**src/rtl/cpu_defs.sv**
```systemverilog
// Shared pipeline definitions: divider FSM states, datapath width and
// the fixed divide-by-zero quotient.
package cpu_defs;

  typedef enum logic [1:0] {
    DIV_IDLE = 2'd0,
    DIV_BUSY = 2'd1,
    DIV_DONE = 2'd2
  } div_state_t;

  localparam int DIV_WIDTH = 32;

  // LO value written for a zero divisor; HI receives the raw dividend.
  localparam logic [DIV_WIDTH-1:0] DIV_ZERO_QUOTIENT = '1;

endpackage

```
**src/rtl/div_step.sv**
```systemverilog
// One radix-2 restoring iteration on magnitudes: shift remainder:quotient
// left, trial-subtract the divisor and keep the difference when it fits.
module div_step #(
  parameter int WIDTH = 32
) (
  input  logic [WIDTH-1:0] rem_in,
  input  logic [WIDTH-1:0] quo_in,
  input  logic [WIDTH-1:0] divisor,
  output logic [WIDTH-1:0] rem_out,
  output logic [WIDTH-1:0] quo_out
);

  logic [WIDTH:0] shifted;
  logic [WIDTH:0] diff;

  always_comb begin
    shifted = {rem_in, quo_in[WIDTH-1]};
    diff    = shifted - {1'b0, divisor};
    // The MSB of the WIDTH+1-bit difference is the borrow of the trial subtract.
    if (!diff[WIDTH]) begin
      rem_out = diff[WIDTH-1:0];
      quo_out = {quo_in[WIDTH-2:0], 1'b1};
    end else begin
      rem_out = shifted[WIDTH-1:0];
      quo_out = {quo_in[WIDTH-2:0], 1'b0};
    end
  end

endmodule

```
**src/rtl/div_unit.sv**
```systemverilog
// EX-stage multi-cycle DIV/DIVU unit: holds the pipeline via stall while
// iterating, then presents quotient (LO) and remainder (HI) for one cycle.
module div_unit
  import cpu_defs::*;
#(
  parameter int WIDTH = DIV_WIDTH,
  parameter int CNT_W = 6
) (
  input  logic             clk,
  input  logic             rst,
  input  logic             start,
  input  logic             is_signed,
  input  logic             annul,
  input  logic [WIDTH-1:0] dividend,
  input  logic [WIDTH-1:0] divisor,
  output logic             stall,
  output logic             valid,
  output logic [WIDTH-1:0] quotient,
  output logic [WIDTH-1:0] remainder
);

  function automatic logic [WIDTH-1:0] negate(input logic [WIDTH-1:0] v);
    return (~v) + WIDTH'(1);
  endfunction

  function automatic logic [WIDTH-1:0] mag(input logic [WIDTH-1:0] v, input logic sgn);
    return (sgn && v[WIDTH-1]) ? negate(v) : v;
  endfunction

  div_state_t       state, state_next;
  logic [CNT_W-1:0] cnt;
  logic [WIDTH-1:0] rem_reg, quo_reg, dvs_reg;
  logic             neg_q_reg, neg_r_reg;
  logic [WIDTH-1:0] rem_step, quo_step;
  logic             last_iter;
  logic             divisor_zero;

  div_step #(.WIDTH(WIDTH)) u_step (
    .rem_in  (rem_reg),
    .quo_in  (quo_reg),
    .divisor (dvs_reg),
    .rem_out (rem_step),
    .quo_out (quo_step)
  );

  assign last_iter    = (cnt == CNT_W'(WIDTH - 1));
  assign divisor_zero = (divisor == '0);
  assign valid        = (state == DIV_DONE);

  always_ff @(posedge clk) begin
    if (rst) state <= DIV_IDLE;
    else     state <= state_next;
  end

  always_comb begin
    state_next = state;
    stall      = 1'b0;
    case (state)
      DIV_IDLE: begin
        if (start && !annul) begin
          stall      = 1'b1;
          state_next = divisor_zero ? DIV_DONE : DIV_BUSY;
        end
      end
      DIV_BUSY: begin
        if (annul) begin
          state_next = DIV_IDLE;
        end else begin
          stall = 1'b1;
          if (last_iter) state_next = DIV_DONE;
        end
      end
      default: state_next = DIV_IDLE;
    endcase
  end

  always_ff @(posedge clk) begin
    if (rst) begin
      cnt       <= '0;
      rem_reg   <= '0;
      quo_reg   <= '0;
      dvs_reg   <= '0;
      neg_q_reg <= 1'b0;
      neg_r_reg <= 1'b0;
      quotient  <= '0;
      remainder <= '0;
    end else begin
      case (state)
        DIV_IDLE: begin
          if (start && !annul) begin
            cnt       <= '0;
            rem_reg   <= '0;
            quo_reg   <= mag(dividend, is_signed);
            dvs_reg   <= mag(divisor, is_signed);
            neg_q_reg <= is_signed & (dividend[WIDTH-1] ^ divisor[WIDTH-1]);
            neg_r_reg <= is_signed & dividend[WIDTH-1];
            // Zero divisor skips iteration, so its result is fixed right here.
            if (divisor_zero) begin
              quotient  <= '1;
              remainder <= dividend;
            end
          end
        end
        DIV_BUSY: begin
          if (!annul) begin
            rem_reg <= rem_step;
            quo_reg <= quo_step;
            cnt     <= cnt + CNT_W'(1);
            if (last_iter) begin
              quotient  <= neg_q_reg ? negate(quo_step) : quo_step;
              remainder <= neg_r_reg ? negate(rem_step) : rem_step;
            end
          end
        end
        default: ;
      endcase
    end
  end

endmodule
```
**config.mk**
```make
export PLATFORM = sky130hd
export DESIGN_NAME = div_unit
export DESIGN_NICKNAME = d
export VERILOG_FILES = /design/src/rtl/cpu_defs.sv /design/src/rtl/div_step.sv /design/src/rtl/div_unit.sv
export SDC_FILE = /design/constraint.sdc
export NUM_CORES = 1
export LEC_CHECK = 0
export ABC_AREA = 1
export BUFFER_PORTS_ARGS = -buffer_cell sky130_fd_sc_hd__buf_2
export CAP_MARGIN = 20
export CORE_ASPECT_RATIO = 1.1
export CORE_MARGIN = 2
export CORE_UTILIZATION = 40
export CTS_BUF_LIST = sky130_fd_sc_hd__clkbuf_4 sky130_fd_sc_hd__clkbuf_8
export CTS_CLUSTER_SIZE = 30
export DETAILED_ROUTE_END_ITERATION = 12
export GPL_TIMING_DRIVEN = 0
export PLACE_DENSITY_LB_ADDON = 0.08
export SETUP_SLACK_MARGIN = 0.02
export SYNTH_ARGS = -nofsm -noshare
export SYNTH_HDL_FRONTEND = slang
export SYNTH_SLANG_ARGS = --single-unit
```
**constraint.sdc**
```tcl
create_clock -name clk -period 10.6 [get_ports clk]
set_clock_uncertainty 0.15 [all_clocks]
set_input_delay 0 -clock clk [delete_from_list [all_inputs] [get_ports clk]]
set_output_delay 0 -clock clk [all_outputs]
set_load 0.01 [all_outputs]
```
=== After elaboration in Yosys (flattened, before gate mapping) ===
Cells that the tools add are included.

* Flip-flop bits (word level): 170
* Bits in latches: 0
* Bits in writable memories: 0
* ROM bits: 0
* Input port bits: 69
* Output and inout bits: 66
* Logic and storage cells: 74
* Memories: 0

* Add/subtract/negate cells: 6
* Multipliers: 0
* Div/mod/pow operators: 0
* $lt $le $gt $ge: 0
* Equal/unequal tests: 8
* Shift-type cells: 0
* Mux-type cells: 33
* Bitwise logic cells: 7
* Reduce and logical (&&, ||, !) cells: 11

{| class="wikitable"
|+ Operator list
! operator !! number
|-
| 32-bit two-way mux || 17
|-
| 32-bit one-hot mux with 2 select lines || 4
|-
| 32-bit by 1-bit adder with 32-bit output, second input constant || 4
|-
| 32-bit NOT || 4
|-
| 33-bit by 32-bit subtractor with 33-bit output || 1
|-
| 32-bit logical NOT || 1
|-
| 6-bit two-way mux || 2
|-
| 6-bit one-hot mux with 2 select lines || 1
|-
| 2-bit two-way mux || 4
|-
| 2-bit inequality test, second input constant || 4
|-
| 6-bit by 1-bit adder with 6-bit output, second input constant || 1
|-
| 6-bit by 5-bit equality test with 1-bit output, second input constant || 1
|-
| 5-bit AND reduction || 1
|-
| 2-bit one-hot mux with 2 select lines || 1
|-
| 2-bit AND reduction || 2
|-
| 1-bit logical AND || 3
|-
| 1-bit two-way mux || 3
|-
| 3-bit inequality test, second input constant || 1
|-
| 3-bit AND reduction || 1
|-
| 1-bit bitwise AND || 2
|-
| 2-bit by 1-bit equality test with 1-bit output, second input constant || 1
|-
| 2-bit equality test, second input constant || 1
|-
| 2-bit logical NOT || 1
|-
| 1-bit one-hot mux with 2 select lines || 1
|-
| 3 further kinds || 3
|}

=== Depth between registers and ports, before layout ===
* Word-level depth: 8
* Depth in mapped cells: 29

=== Cells and area by module ===
Synthesis repeated with hierarchy kept, for this count alone.

* Cell total of the unflattened synthesis: 2493
* Area total of the unflattened synthesis: 13957.1 um2

{| class="wikitable"
|+ By module, submodules not included
! module !! instances !! cells each !! area an instance (um2) !! sequential area each (um2)
|-
| div_unit || 1 || 1779 || 10561.4 || 3403.3
|-
| div_step || 1 || 714 || 3395.8 || 0.0
|}

=== Worst setup path before layout ===
Ideal clock, no wire load.

* Path kind: flip-flop to flip-flop
* Start point: register quo_reg[31]
* End point: register quotient[28]
* Arrival time: 3742 ps
* Slack: 6590 ps
* Cell stages (with the launch flop): 30
* Path buffers: 1
* Clock period less this slack: 4010 ps
* Cells stage by stage: dfxtp_1 inv_1 ha_1 fa_1 inv_1 nand2_1 nand2_1 nand3_1 nand2_2 nand2_2 nand2_4 nand2_4 nand2_4 nand2_4 nand2_8 buf_6 ha_1 nand3_1 nor3_1 nand3_1 nor3_1 nand3_1 nor2_1 nand3_1 o21ai_0 o21ai_0 nand2_1 nand2_1 o221ai_1 inv_1

* Word-level cells in the longest chain between the ends: 8

{| class="wikitable"
|+ Ends and longest elaborated chain
! element !! line !! RTL
|-
| start: declaration || div_unit.sv:32 || <nowiki>logic [WIDTH-1:0] rem_reg, quo_reg, dvs_reg;</nowiki>
|-
| start signal: assignment || div_unit.sv:93 || <nowiki>quo_reg <= mag(dividend, is_signed);</nowiki>
|-
| start signal: assignment || div_unit.sv:107 || <nowiki>quo_reg <= quo_step;</nowiki>
|-
| 33-bit by 32-bit subtractor with 33-bit output || div_step.sv:18 || <nowiki>diff = shifted - {1'b0, divisor};</nowiki>
|-
| 1-bit two-way mux || div_step.sv:20 || <nowiki>if (!diff[WIDTH]) begin</nowiki>
|-
| 32-bit NOT || div_unit.sv:23 || <nowiki>return (~v) + WIDTH'(1);</nowiki>
|-
| 32-bit by 1-bit adder with 32-bit output || div_unit.sv:23 ||
|-
| 32-bit two-way mux || div_unit.sv:110 || <nowiki>quotient <= neg_q_reg ? negate(quo_step) : quo_step;</nowiki>
|-
| 32-bit two-way mux || div_unit.sv:109 || <nowiki>if (last_iter) begin</nowiki>
|-
| 32-bit two-way mux || div_unit.sv:105 || <nowiki>if (!annul) begin</nowiki>
|-
| 32-bit one-hot mux with 2 select lines || div_unit.sv:88 || <nowiki>case (state)</nowiki>
|-
| end signal: assignment || div_unit.sv:110 ||
|-
| end: declaration || div_unit.sv:18 || <nowiki>output logic [WIDTH-1:0] quotient,</nowiki>
|}

No other way between the ends. The select of a mux whose other input is x is not followed.
A chain may end at the register's enable or synchronous reset.

=== Worst setup path after layout ===
* Start point: register quo_reg[31]
* End point: register quotient[26]

Same word-level chain as after synthesis.

==> summary.md <==
| Metric | Value |
|---|---|
| Status | `complete, no violations` |
| First-pass GRT wire length | `82.5 mm` |
| CTS tree | `yes` |
| Met2 wire length | `27.1 mm` |
| Share of layout cells above drive strength 1 | `12.0%` |
| Number of flops mapped to enable cells by yosys | `0` |
| Register area share after synthesis | `26.1%` |
| Worst hold path endpoint | `neg_r_reg` |
| Die height | `193 um` |
| # IOs | `135` |
| Placed cells | `2,705` |
| Core Util, Final | `48.0%` |
| Worst hold path type | `in2reg` |
| CP max-delay cell | `dfxtp_1` |
| GPL Wtd Cong | `0.949` |
| Final Net Count | `2,490` |
| Share of power burned in registers | `41.1%` |
| Max-cap violations | `0` |
| First-pass iteration count of the detailed router | `7` |
| CP Class | `reg2reg` |
| Diodes inserted | `0` |
| Fill cells | `3,498` |
| Logic pwr share | `31.4%` |
| Largest net degree at the start of global routing | `18` |
| Top cell type's share of synthesized area | `26.1%` |
| Later-pin clock latency in the skew report | `510 ps` |
| # DRC | `0` |
| Routed length on met3 | `2.19 mm` |
| Register area | `3400 um^2` |
| Final min period | `5720 ps` |
| Fin area | `15,500 um^2` |
| Clock network power share | `27.5%` |
| R2r worst-path depth | `27` |
| Count leader, synth | `nand2_1` |
| Maximum buffer depth of the clock tree | `2` |
| Area of the multi-input gates | `8160 um^2` |
| Placed cell area | `14,200 um^2` |
| Worst endpoint required time | `10,840 ps` |
| Setup violations, final | `0` |
| Crit start category | `flop` |
| Hold wc startpoint | `is_signed` |
| Area grow syn2layout | `18.5%` |
| Total Routing Usage GR | `31.9%` |
| P_int | `1010 uW` |
| Initial antenna violation count | `0` |
| Crit-path max cell delay | `470 ps` |
| Levels on crit path | `27` |
| Synth Register Bits | `170` |
| Max Slew Vio Count | `0` |
| Cells after Synth | `2,146` |
| M1 wire length | `22.8 mm` |
| Top cell type by total area after synthesis | `dfxtp_1` |
| I/O Buffers | `133` |
| Vias in the first global route | `14,200` |
| Fin crit share | `54.0%` |
| RSZ-0062 raised after global routing | `false` |
| WHS Path Cells | `5` |
| Die area | `34,100 um^2` |
| Post-synth top cells | `nand2_1, inv_1, nor2_1` |
| Layout Cells excl Fill | `2,822` |
| Flop2flop setup slack | `4880 ps` |
| Switching part of the total power | `39.9%` |
| Ranking of synthesized cells by area | `dfxtp_1, nand2_1, inv_1` |
| DR WL/cell | `19.3 um` |
| VDD IR max | `0.0789 mV` |
| Synth Cell Area | `13,000 um^2` |
| Clk slew on worst S/H paths | `110 ps` |
| Total CTS buffers | `17` |
| Ys Warns | `0` |
| Mapped Avg Cell Area | `6.08 um^2` |
| Via count | `14,900` |
| R2r startpoint | `quo_reg[31]` |
| Max FO, Critical Path | `10` |
| Core area | `32,200 um^2` |
| H-tree levels | `4` |
| Die X | `176 um` |
| Vias per cell | `5.28` |
| P_leak | `0.00761 uW` |
| Starting Density | `40.5%` |
| Top Metal Used | `met4` |
| Antenna Nets Post-Route | `0` |
| Gr ovfl total | `0` |
| Slew headroom | `33.3%` |
| Root Buffer Master | `clkbuf_8` |
| CP arrival | `5960 ps` |
| Worst-Margin Slew | `1000 ps` |
| Top FF cell, synth | `dfxtp_1` |
| Clk sinks | `170` |
| HPWL Detailed | `44.2 mm` |
| NetSw | `671 uW` |
| # resized after CTS | `0` |
| CP most frequent cell | `nand3_1` |
| FP Rows | `69` |
| Final Hold Vio Count | `0` |
| Crit path capture type | `flop` |
| Max frequency | `175 MHz` |
| Setup TNS | `0 ps` |
| Crit path max-delay family | `simple AND/OR/NAND/NOR gates` |
| Routed wire length | `54.6 mm` |
| RR Endpoint | `quotient[26]` |
| Initial DRC Count | `913` |
| WP buf/inv | `3` |
| Pwr dens | `109 nW/um^2` |
| Syn Nets | `2,253` |
| Cell variety after synth | `57` |
| Asr flop ratio synth | `0%` |
tightest hold or removal path: stages:
cell and delay (ps):
buf_2 110, nand2_1 230, inv_1 150, o21ai_0 100
a21oi_1 110
layer usage:
metal | vias to the layer above | track usage (%)
met4 | 0 | 14.6
met2 | 444 | 56.4
met1 | 6890 | 38.2
met3 | 103 | 3.89
li1 | 7462 | -
met5 | - | 0
cell usage in the layout, fill, tap and decap left out, drive strengths merged, types with 8 or more instances in the layout:
master,Yosys,final
a21oi,165,165
o21ai,183,183
nand2,644,644
nor2,213,213
dfxtp,170,170
a31oi,29,29
clkbuf,62,79
nand3,139,139
inv,278,288
clkinv,4,8
ha,37,37
o221ai,17,17
buf,25,158
xor2,35,35
nand4,13,13
a211oi,9,9
nor4,10,10
nor3,30,30
o211ai,22,22
or2,9,9
o31ai,9,9
dlygate4sd3,0,85
nand3b,8,8
xnor2,11,11
area by class of cell:
cell class	instances	share of cell area [%]
multi-input combinational	1607	52.8
buffer	87	2.67
clock inverter	15	0.842
tap	426	3.45
clock buffer	17	1.51
inverter	282	6.85
timing repair buffer	218	9.81
sequential	170	22.0
power groups by stage:
| stage | logic (uW) | clock network, uW | registers (uW) |
|---|---|---|---|
| 4_1_cts | 522 | 470 | 690 |
| 6_report | 527 | 462 | 691 |
| 3_3_place_gp | 492 | 0 | 704 |
| 3_5_place_dp | 492 | 0 | 704 |
| 2_1_floorplan | 327 | 0 | 698 |
| 5_1_grt | 583 | 493 | 694 |
kinds of logic (layout without fill, tap and decap cells):
kind of cell | Yosys count | count (layout) | share of synthesized area, %
AO/OA/AOI/OAI | 453 | 453 | 19.8
XOR/XNOR | 46 | 46 | 3.09
adder cells (fa/ha/maj) | 38 | 38 | 3.70
buffers and inverters | 369 | 619 | 11.3
flip-flops | 170 | 170 | 26.1
multiplexers | 1 | 1 | 0.0768
AND/OR/NAND/NOR | 1069 | 1069 | 35.9
repair_timing:
action / in CTS / in global routing
hold buffers: 85 / 0
buffers inserted: 0 / 0
endpoints found under the hold margin: 110 / 0
how the worst max path moves through the flow:
stage / from / to / slack [ps]
after detailed placement: quo_reg[31] / quotient[26] / 5030
after global placement: quo_reg[31] / quotient[26] / 5010
final: quo_reg[31] / quotient[26] / 4880
after floorplan: quo_reg[31] / quotient[28] / 6590
after CTS: quo_reg[31] / quotient[26] / 4960
after global routing: quo_reg[31] / quotient[28] / 4500
through the flow:
step                power, uW  hold slack, ps  setup WS [ps]
global route             1770            98.6           4500
finish                   1680            84.3           4880
detailed placement       1200             167           5030
global placement         1200             140           5010
floorplan                1020            3.80           6590
CTS                      1680            45.1           4960
(Power assumes the default switching activity.)
